==> config.mk <==
export PLATFORM = sky130hd
export DESIGN_NAME = timer_counter_flat
export DESIGN_NICKNAME = d
export VERILOG_FILES = /design/src/rtl/timer_counter_if.sv /design/src/rtl/timer_counter.sv /design/src/flat_wrapper.sv
export SDC_FILE = /design/constraint.sdc
export NUM_CORES = 1
export LEC_CHECK = 0
export CORE_ASPECT_RATIO = 1.1
export CORE_MARGIN = 10
export CORE_UTILIZATION = 30
export CTS_CLUSTER_DIAMETER = 200
export DETAILED_ROUTE_END_ITERATION = 6
export PLACE_DENSITY = 0.61
export SETUP_SLACK_MARGIN = 0.2
export SLEW_MARGIN = 25
export SYNTH_ARGS = -nofsm -noshare
export SYNTH_HDL_FRONTEND = slang
export SYNTH_SLANG_ARGS = --single-unit
==> constraint.sdc <==
create_clock -name clk -period 8.8 [get_ports clk]
set_clock_uncertainty 0.1 [all_clocks]
set_input_delay 1.32 -clock clk [delete_from_list [all_inputs] [get_ports clk]]
set_output_delay 1.32 -clock clk [all_outputs]
set_load 0.01 [all_outputs]
==> src/rtl/timer_counter_if.sv <==
// Bus-side signal bundle for timer_counter: word select, write strobe, data and interrupt line.
interface timer_counter_if;
    logic [1:0]  Addr;
    logic        WE;
    logic [31:0] DIn;
    logic [31:0] DOut;
    logic        IRQ;

    modport master (
        output Addr,
        output WE,
        output DIn,
        input  DOut,
        input  IRQ
    );

    modport slave (
        input  Addr,
        input  WE,
        input  DIn,
        output DOut,
        output IRQ
    );
endinterface

==> src/rtl/timer_counter.sv <==
// Memory-mapped programmable down-counter timer (CTRL/PRESET/COUNT) with one-shot and periodic IRQ.
// Periodic mode is built only when TIMER_PERIODIC_EN is defined; otherwise mode 01 acts as one-shot.
module timer_counter (
    input  logic            clk,
    input  logic            rst,
    timer_counter_if.slave  bus
);

    typedef enum logic [1:0] {
        ST_IDLE = 2'd0,
        ST_LOAD = 2'd1,
        ST_CNT  = 2'd2,
        ST_INT  = 2'd3
    } state_e;

    state_e      state_q, state_d;
    logic [3:0]  ctrl_q, ctrl_d;
    logic [31:0] preset_q, preset_d;
    logic [31:0] count_q, count_d;
    logic        irq_f_q, irq_f_d;

    logic        wr_ctrl_s;
    logic        wr_preset_s;
    logic        periodic_s;
    logic        irq_set_s;

    assign wr_ctrl_s   = bus.WE && (bus.Addr == 2'd0);
    assign wr_preset_s = bus.WE && (bus.Addr == 2'd1);

`ifdef TIMER_PERIODIC_EN
    assign periodic_s = (ctrl_q[2:1] == 2'b01);
`else
    assign periodic_s = 1'b0;
`endif

    // Next-state, counter, control and interrupt-flag logic
    always_comb begin
        state_d   = state_q;
        ctrl_d    = ctrl_q;
        preset_d  = preset_q;
        count_d   = count_q;
        irq_f_d   = irq_f_q;
        irq_set_s = 1'b0;

        case (state_q)
            ST_IDLE: begin
                if (ctrl_q[0]) begin
                    state_d = ST_LOAD;
                end else begin
                    state_d = ST_IDLE;
                end
            end
            ST_LOAD: begin
                count_d = preset_q;
                state_d = ST_CNT;
            end
            ST_CNT: begin
                if (!ctrl_q[0]) begin
                    state_d = ST_IDLE;
                end else if (count_q > 32'd1) begin
                    count_d = count_q - 32'd1;
                end else begin
                    // A preset of 0 lands here too, so it times exactly like 1
                    count_d = 32'd0;
                    state_d = ST_INT;
                end
            end
            ST_INT: begin
                irq_set_s = 1'b1;
                if (periodic_s) begin
                    ctrl_d = ctrl_q;
                end else begin
                    ctrl_d[0] = 1'b0;
                end
                state_d = ST_IDLE;
            end
            default: begin
                state_d = ST_IDLE;
            end
        endcase

        // A bus write overrides the FSM's own Enable clear in the same cycle
        if (wr_ctrl_s) begin
            ctrl_d = bus.DIn[3:0];
        end else begin
            ctrl_d = ctrl_d;
        end

        if (wr_preset_s) begin
            preset_d = bus.DIn;
        end else begin
            preset_d = preset_q;
        end

        // A new interrupt event is never lost to a coincident clearing write
        if (irq_set_s) begin
            irq_f_d = 1'b1;
        end else if (wr_ctrl_s || wr_preset_s) begin
            irq_f_d = 1'b0;
        end else if (periodic_s) begin
            irq_f_d = 1'b0;
        end else begin
            irq_f_d = irq_f_q;
        end
    end

    // State and register update with synchronous reset
    always_ff @(posedge clk) begin
        if (rst) begin
            state_q  <= ST_IDLE;
            ctrl_q   <= 4'd0;
            preset_q <= 32'd0;
            count_q  <= 32'd0;
            irq_f_q  <= 1'b0;
        end else begin
            state_q  <= state_d;
            ctrl_q   <= ctrl_d;
            preset_q <= preset_d;
            count_q  <= count_d;
            irq_f_q  <= irq_f_d;
        end
    end

    // Zero-latency read mux
    always_comb begin
        case (bus.Addr)
            2'd0:    bus.DOut = {28'd0, ctrl_q};
            2'd1:    bus.DOut = preset_q;
            2'd2:    bus.DOut = count_q;
            default: bus.DOut = 32'd0;
        endcase
    end

    assign bus.IRQ = ctrl_q[3] & irq_f_q;

endmodule
==> src/flat_wrapper.sv <==
// flat-port wrapper written by rule: the top's interface ports become plain ports
module timer_counter_flat 
  (clk, rst, bus_Addr, bus_WE, bus_DIn, bus_DOut, bus_IRQ);
  timer_counter_if bus_i ();
  input  logic clk;
  input  logic rst;
  input wire logic [$bits(bus_i.Addr)-1:0] bus_Addr;
  input wire logic [$bits(bus_i.WE)-1:0] bus_WE;
  input wire logic [$bits(bus_i.DIn)-1:0] bus_DIn;
  output wire logic [$bits(bus_i.DOut)-1:0] bus_DOut;
  output wire logic [$bits(bus_i.IRQ)-1:0] bus_IRQ;
  assign bus_i.Addr = bus_Addr;
  assign bus_i.WE = bus_WE;
  assign bus_i.DIn = bus_DIn;
  assign bus_DOut = bus_i.DOut;
  assign bus_IRQ = bus_i.IRQ;
  timer_counter u_core (.clk(clk), .rst(rst), .bus(bus_i));
endmodule
# Word-level counts from Yosys, hierarchy flattened
# Cells that the tools add are included.
# Widths: inputs -> output; s select.
# totals
register_bits	71
wordCells	38
out_inout_bits	33
# classes
add_sub_neg	1
muxes	13
order_cmp	1
reduce_logical	9
eq_ne	7
n_bitwise	1
# op_table
operator	n
$pmux 32 s3	1
$mux 32	2
$pmux 32 s2	1
$gt 32x1->1 const B	1
$sub 32x1->32 const B	1
$pmux 2 s4	1
$eq 2x2->1 const B	3
$reduce_bool 2->1	3
$mux 1	5
$eq 2x1->1 const B	2
$logic_not 2->1	2
$mux 2	2
$mux 4	1
$ne 3x3->1 const B	1
$logic_and 1x1->1	2
$ne 2x1->1 const B	1
$reduce_and 2->1	1
$and 1x1->1	1
$logic_or 1x1->1	1

# Depth between registers and ports, before layout
# Gate-level depths: netlist of the first run.
# logic_depth
word_depth	5
mapped_depth	10
ltp_nobuf	7

# Least setup slack after synthesis of the first run
# OpenSTA, ideal clock, no wires.
# synth_timing
kind	input-to-output
startpoint	input port bus_Addr[1]
endpoint	output port bus_DOut[10]
n_path_buf	3
stages	5
slack_ns	4.849
t_arrival_ns	2.531
required_time_ns	7.380
path_cell_list	clkbuf_1 > nor2b_1 > clkbuf_1 > buf_1 > a22o_1
# synth_between
elab_chain_len	2
# synth_lines
element	line	text
start, declared	flat_wrapper.sv:7	input wire logic [$bits(bus_i.Addr)-1:0] bus_Addr;
$eq 2x2->1 (tied with other cells)	timer_counter.sv:126	case (bus.Addr)
$pmux 32 s3 (*)	timer_counter.sv:126	
end, declared	flat_wrapper.sv:10	output wire logic [$bits(bus_i.DOut)-1:0] bus_DOut;
# Every way passes the cells marked *; elsewhere a longest branch is shown, timed or not.

# Worst setup path after layout of the first run
# layout_timing
startpoint	input port bus_Addr[1]
endpoint	output port bus_DOut[23]
# Same word-level chain as after synthesis.

==> results of run 1 <==
==> final cells by class <==
type	count	area [um2]
Fill cell	1330	7630
Multi-Input combinational cell	375	2220
Sequential cell	71	1420
Timing Repair Buffer	77	746
Clock buffer	10	239
Tap cell	157	196
Clock inverter	6	92.6
Inverter	13	48.8
==> per-stage QoR <==
step	cells	setup WS [ns]	instance area [um2]
global placement	693	3.47	4620
finish	709	3.84	4960
CTS	709	3.82	4960
detailed placement	693	3.82	4630
global route	709	3.75	4960
floorplan	503	4.85	3850
==> power groups by stage <==
stage               clock [W]  sequential, W  combinational (W)
floorplan                   0       0.000338          0.0000351
global placement            0       0.000341          0.0000643
detailed placement          0       0.000341          0.0000655
CTS                  0.000410       0.000333          0.0000659
global route         0.000426       0.000334          0.0000718
finish               0.000406       0.000334          0.0000652
==> cell usage after synthesis (5+ instances only) <==
master    number  area, um2
o21ai_0       24        120
a22o_1        31        272
o31a_1         5       43.8
a211oi_1       6       45.0
a31oi_1       11       68.8
nor3_1         9       45.0
clkbuf_1      39        146
o31ai_1        7       52.6
nand2_1       90        338
nor2b_1        6       37.5
nand2b_1       5       31.3
a32oi_1        5       43.8
mux2i_1        7       70.1
o21a_1         5       37.5
or4_1          9       67.6
nor4_1        16        100
nand3_1       11       55.1
a21oi_1       48        240
a22oi_1        8       60.1
dfxtp_1       71       1420
or3_1          8       50.1
nor2_1        27        101
inv_1         13       48.8
==> sequential cells by signal, indices dropped and copies added, names as in the netlist <==
signal	flops
u_core.irq_f_q	1
u_core.preset_q	32
u_core.state_q	2
u_core.ctrl_q	4
u_core.count_q	32
==> cell families (layout without fill, tap and decap cells) <==
group / Yosys count / count (layout) / share of synthesized area, %
compound gates: 170 / 170 / 30.3
fa+ha+maj: 2 / 2 / 0.649
buf+inv: 57 / 106 / 6.01
flops: 71 / 71 / 36.9
mux: 8 / 8 / 2.11
simple gates: 195 / 195 / 24.1
==> critical path: stages <==
cell and delay, ns:
clkdlybuf4s50_1 0.66, nor2b_4 0.72, a22o_1 0.28, clkdlybuf4s50_1 0.55
==> per-layer routing <==
metal	vias to the layer above	GRT usage [%]
met5	-	0
met4	0	4.80
met3	16	3.48
met2	141	21.6
met1	1886	18.1
li1	1953	-
==> how the worst min path moves through the flow <==
| stage | cells after the start | slack, ns | to | from |
|---|---|---|---|---|
| detailed placement | 2 | 0.35 | u_core.irq_f_q | u_core.irq_f_q |
| global route | 2 | 0.39 | u_core.irq_f_q | u_core.irq_f_q |
| floorplan | 2 | 0.33 | u_core.irq_f_q | u_core.irq_f_q |
| finish | 2 | 0.36 | u_core.irq_f_q | u_core.irq_f_q |
| global placement | 2 | 0.35 | u_core.irq_f_q | u_core.irq_f_q |
| CTS | 2 | 0.36 | u_core.irq_f_q | u_core.irq_f_q |
==> impl_metrics.py, run 1 <==
metrics = {
    "outcome": {
        "outcome": "complete, no violations",
    },
    "worst_setup_path": {
        "reg2reg_from": "u_core.count_q[8]",
        "crit_required_ns": 7.38,
        "worstPathArrival_ns": 3.54,
        "rr_endpoint": "u_core.count_q[0]",
        "cp-end-kind": "output pin",
        "crit_path_max_fanout": 28,
        "r2r_cells": 6,
        "r2r_setup_slack_ns": 5.52,
        "start_kind": "primary input",
        "crit_start": "bus_Addr[1]",
        "path_class": "in2out",
        "endpoint": "bus_DOut[23]",
    },
    "global_route": {
        "grt_max_degree": 73,
        "antenna_found_initial": 0,
        "first_global_vias": 3869,
        "grt.overflow.total": 0,
        "grt_pass1_wl_um": 20500,
        "grtUsageTotal_pct": 13.9,
    },
    "synthesis": {
        "yosys_warnings": 0,
        "synth_area_um2": 3850,
        "avgSynthCellArea_um2": 7.66,
        "synth_edf_count": 0,
        "yosysSeqAreaShare_pct": 36.9,
        "syn-num-nets": 542,
        "synthDistinctLibCells": 49,
        "syn_inst": 503,
        "synthFlopType": "dfxtp_1",
        "yosys_register_bits": 71,
        "synthArstFlopShare_pct": 0,
    },
    "drt": {
        "routed-wl-met2_um": 5790,
        "wl_met3_um": 820,
        "drt_iter0_drc": 483,
        "first_pass_iters": 6,
        "antenna_left": 0,
        "wl_per_cell_um": 17.6,
        "wl_met1_um": 5630,
        "finalWirelength_um": 12500,
        "vias": 3996,
        "vias_per_cell": 5.64,
        "highest_layer": "met4",
        "drcViolationCount": 0,
    },
    "layout": {
        "insertedDiodeCount": 0,
        "final_cell_mix": "90 x nand2_1, 71 x dfxtp_1, 68 x clkdlybuf4s50_1",
        "drive_gt1_share_pct": 6.52,
        "final_core_util_pct": 39.4,
        "final_common_cell": "nand2_1",
        "area_delta_synth_final_pct": 28.7,
        "fin_nets": 586,
    },
    "sta": {
        "setup_viol": 0,
        "fmax_mhz": 202,
        "fin_crit_sh_pct": 56.3,
        "hold_slack_ns": 0.357,
        "final.setup.tns_ns": 0,
        "worstMarginPinSlew_ns": 0.780,
        "maxSlewHeadroom_pct": 48.0,
        "drv_slew": 0,
        "rsz0062_at_grt": "no",
        "hold_viol": 0,
        "fin_crit_ns": 4.96,
    },
    "clock_network": {
        "cts_tree": "done",
        "cts-root-buf": "clkbuf_16",
        "cts.htree.levels": 3,
        "cts_buffer_depth": 2,
        "clk_pin_slew_worst_paths_ns": 0.06,
        "postCtsSetupBuffers": 0,
        "cts-buffers-inserted": 9,
        "clk_latency_ns": 0.34,
        "cts_resized": 0,
        "cts_sinks": 71,
        "ctsHoldBuffers": 0,
    },
    "power_and_ir_drop": {
        "sw_frac_of_total_pct": 23.7,
        "ir_drop_uv": 101,
        "powerDensity_nw_per_um2": 162,
        "power.share.clock_pct": 50.5,
        "power_leakage_nw": 1.79,
        "seqPwrFrac_pct": 41.4,
        "power_w": 0.000805,
        "comb_power_share_pct": 8.1,
        "switchingPower_w": 0.000191,
        "power.internal_w": 0.000614,
    },
    "place": {
        "dpl.hpwl_um": 8530,
        "portBuffers": 69,
        "place_congestion": 0.859,
    },
    "die": {
        "core_area_um2": 12600,
        "fp-row-count": 43,
        "start_util_pct": 30.6,
        "die_w_um": 128,
        "io_pins": 70,
        "die-area_um2": 17800,
        "die_h_um": 139,
    },
    "run": {
        "cap_violations": 0,
    },
    "min_path": {
        "hold_path.class": "reg2reg",
    },
}
Power figures use the tool's default switching activity.
==> run 2, diff against run 1 <==
PLACE_DENSITY = 0.62   (was 0.61)
clock period = 4.15 ns   (was 8.8 ns; I/O delays follow)
==> impl_metrics.py, run 2 (synthesis results as in run 1) <==
metrics = {
    "drt": {
        "antenna_left": 0,
        "vias": 4066,
        "drt_iter0_drc": 479,
        "finalWirelength_um": 12700,
        "wl_per_cell_um": 17.9,
        "vias_per_cell": 5.71,
        "first_pass_iters": 6,
        "drcViolationCount": 0,
    },
    "layout": {
        "multiInputGateArea_um2": 2210,
        "fin_nets": 589,
        "drive_gt1_share_pct": 6.85,
        "seqCellArea_um2": 1420,
        "area_delta_synth_final_pct": 27.5,
        "final_common_cell": "nand2_1",
        "insertedDiodeCount": 0,
        "fillers": 1321,
        "final_cell_mix": "90 x nand2_1, 71 x dfxtp_1, 68 x clkdlybuf4s50_1",
        "largestRegisters": "u_core.count_q x32, u_core.preset_q x32, u_core.ctrl_q x4",
    },
    "sta": {
        "hold_viol": 0,
        "fin_crit_ns": 3.36,
        "fmax_mhz": 298,
        "final.setup.tns_ns": 0,
        "maxSlewHeadroom_pct": 47.3,
        "rsz0062_at_grt": "no",
        "worstMarginPinSlew_ns": 0.790,
        "setup_viol": 0,
        "drv_slew": 0,
        "fin_crit_sh_pct": 81.0,
    },
    "min_path": {
        "hold_path.class": "reg2reg",
        "whs_endpoint": "u_core.irq_f_q",
        "min_from": "u_core.irq_f_q",
        "min_delay_path_depth": 2,
    },
    "clock_network": {
        "cts_sinks": 71,
        "cts-buffers-inserted": 9,
        "postCtsSetupBuffers": 0,
        "cts.htree.levels": 3,
        "clk_latency_ns": 0.34,
        "cts_tree": "done",
        "cts-root-buf": "clkbuf_16",
        "cts_resized": 0,
        "cts_buffer_depth": 2,
        "clk_pin_slew_worst_paths_ns": 0.06,
        "ctsHoldBuffers": 0,
    },
    "worst_setup_path": {
        "r2r_cells": 6,
        "r2r_setup_slack_ns": 0.94,
        "path_class": "in2out",
        "cp-end-kind": "output pin",
        "rr_endpoint": "u_core.count_q[1]",
        "worstPathArrival_ns": 2.64,
        "crit_required_ns": 3.43,
        "reg2reg_from": "u_core.count_q[4]",
        "start_kind": "primary input",
        "crit_path_max_fanout": 28,
    },
    "die": {
        "fp-row-count": 43,
        "start_util_pct": 30.6,
        "core_area_um2": 12600,
        "io_pins": 70,
        "die_w_um": 128,
        "die_h_um": 139,
        "die-area_um2": 17800,
    },
    "power_and_ir_drop": {
        "powerDensity_nw_per_um2": 316,
        "ir_drop_uv": 149,
        "power_w": 0.00155,
        "power_leakage_nw": 1.78,
    },
    "global_route": {
        "grtUsageTotal_pct": 14.1,
        "first_global_vias": 4002,
        "grt_pass1_wl_um": 20600,
        "grt.overflow.total": 0,
        "grt_max_degree": 38,
        "antenna_found_initial": 0,
    },
    "outcome": {
        "outcome": "complete, no violations",
    },
    "place": {
        "portBuffers": 69,
        "place_congestion": 0.834,
        "dpl.hpwl_um": 8820,
    },
    "run": {
        "cap_violations": 0,
    },
}
run 2: cell count changes in the layout (fill, tap and decap cells not counted), sizes merged:
cell	previous run	this run
buf	9	12
inv	14	13
clkinv	1	6
bufinv	2	0
clkinvlp	2	0
run 2: layout make-up:
type                       count  share of cell area [%]
clock buffer                  10                    4.66
clock inverter                 6                   0.764
inverter                      13                   0.993
multi-input combinational    375                    45.0
sequential                    71                    28.9
tap                          157                    4.00
timing repair buffer          80                    15.6
run 2: worst max path at each step:
stage,startpoint,end,slack (ns),cells after the start
finish,bus_Addr[1],bus_DOut[21],0.79,5
global placement,bus_Addr[1],bus_DOut[25],0.81,5
CTS,bus_Addr[1],bus_DOut[21],0.76,5
global route,bus_Addr[0],bus_DOut[3],0.64,7
detailed placement,bus_Addr[1],bus_DOut[21],0.77,5
floorplan,u_core.count_q[8],u_core.count_q[13],1.35,10
run 2: worst max-delay path, cell delays in order:
cell and delay (ns):
clkdlybuf4s50_1 0.69, nor2b_2 0.21, buf_4 0.34, a22o_1 0.22, clkdlybuf4s50_1 0.54
run 2: per-stage QoR:
| stage | instance area, um2 | instances | setup WS, ns | hold WS (ns) | utilization [%] |
|---|---|---|---|---|---|
| finish | 4910 | 712 | 0.789 | 0.365 | 39.0 |
| global route | 4910 | 712 | 0.636 | 0.387 | 39.0 |
| CTS | 4910 | 712 | 0.757 | 0.368 | 39.0 |
| detailed placement | 4650 | 696 | 0.768 | 0.361 | 36.9 |
| global placement | 4650 | 696 | 0.809 | 0.351 | 36.9 |
| floorplan | 3850 | 503 | 1.35 | 0.332 | - |
run 2: layer usage:
metal  global-route usage, %  wire length (um)
met1                    17.6              5670
met2                    22.6              6180
met3                    3.21               685
met4                    5.52               197
met5                       0                 0
run 2: power by group:
group          total (W)  switching (W)  internal [W]
registers       0.000707      0.0000130      0.000694
logic           0.000141      0.0000774     0.0000632
clock network   0.000706       0.000304      0.000402
total            0.00155       0.000394       0.00116
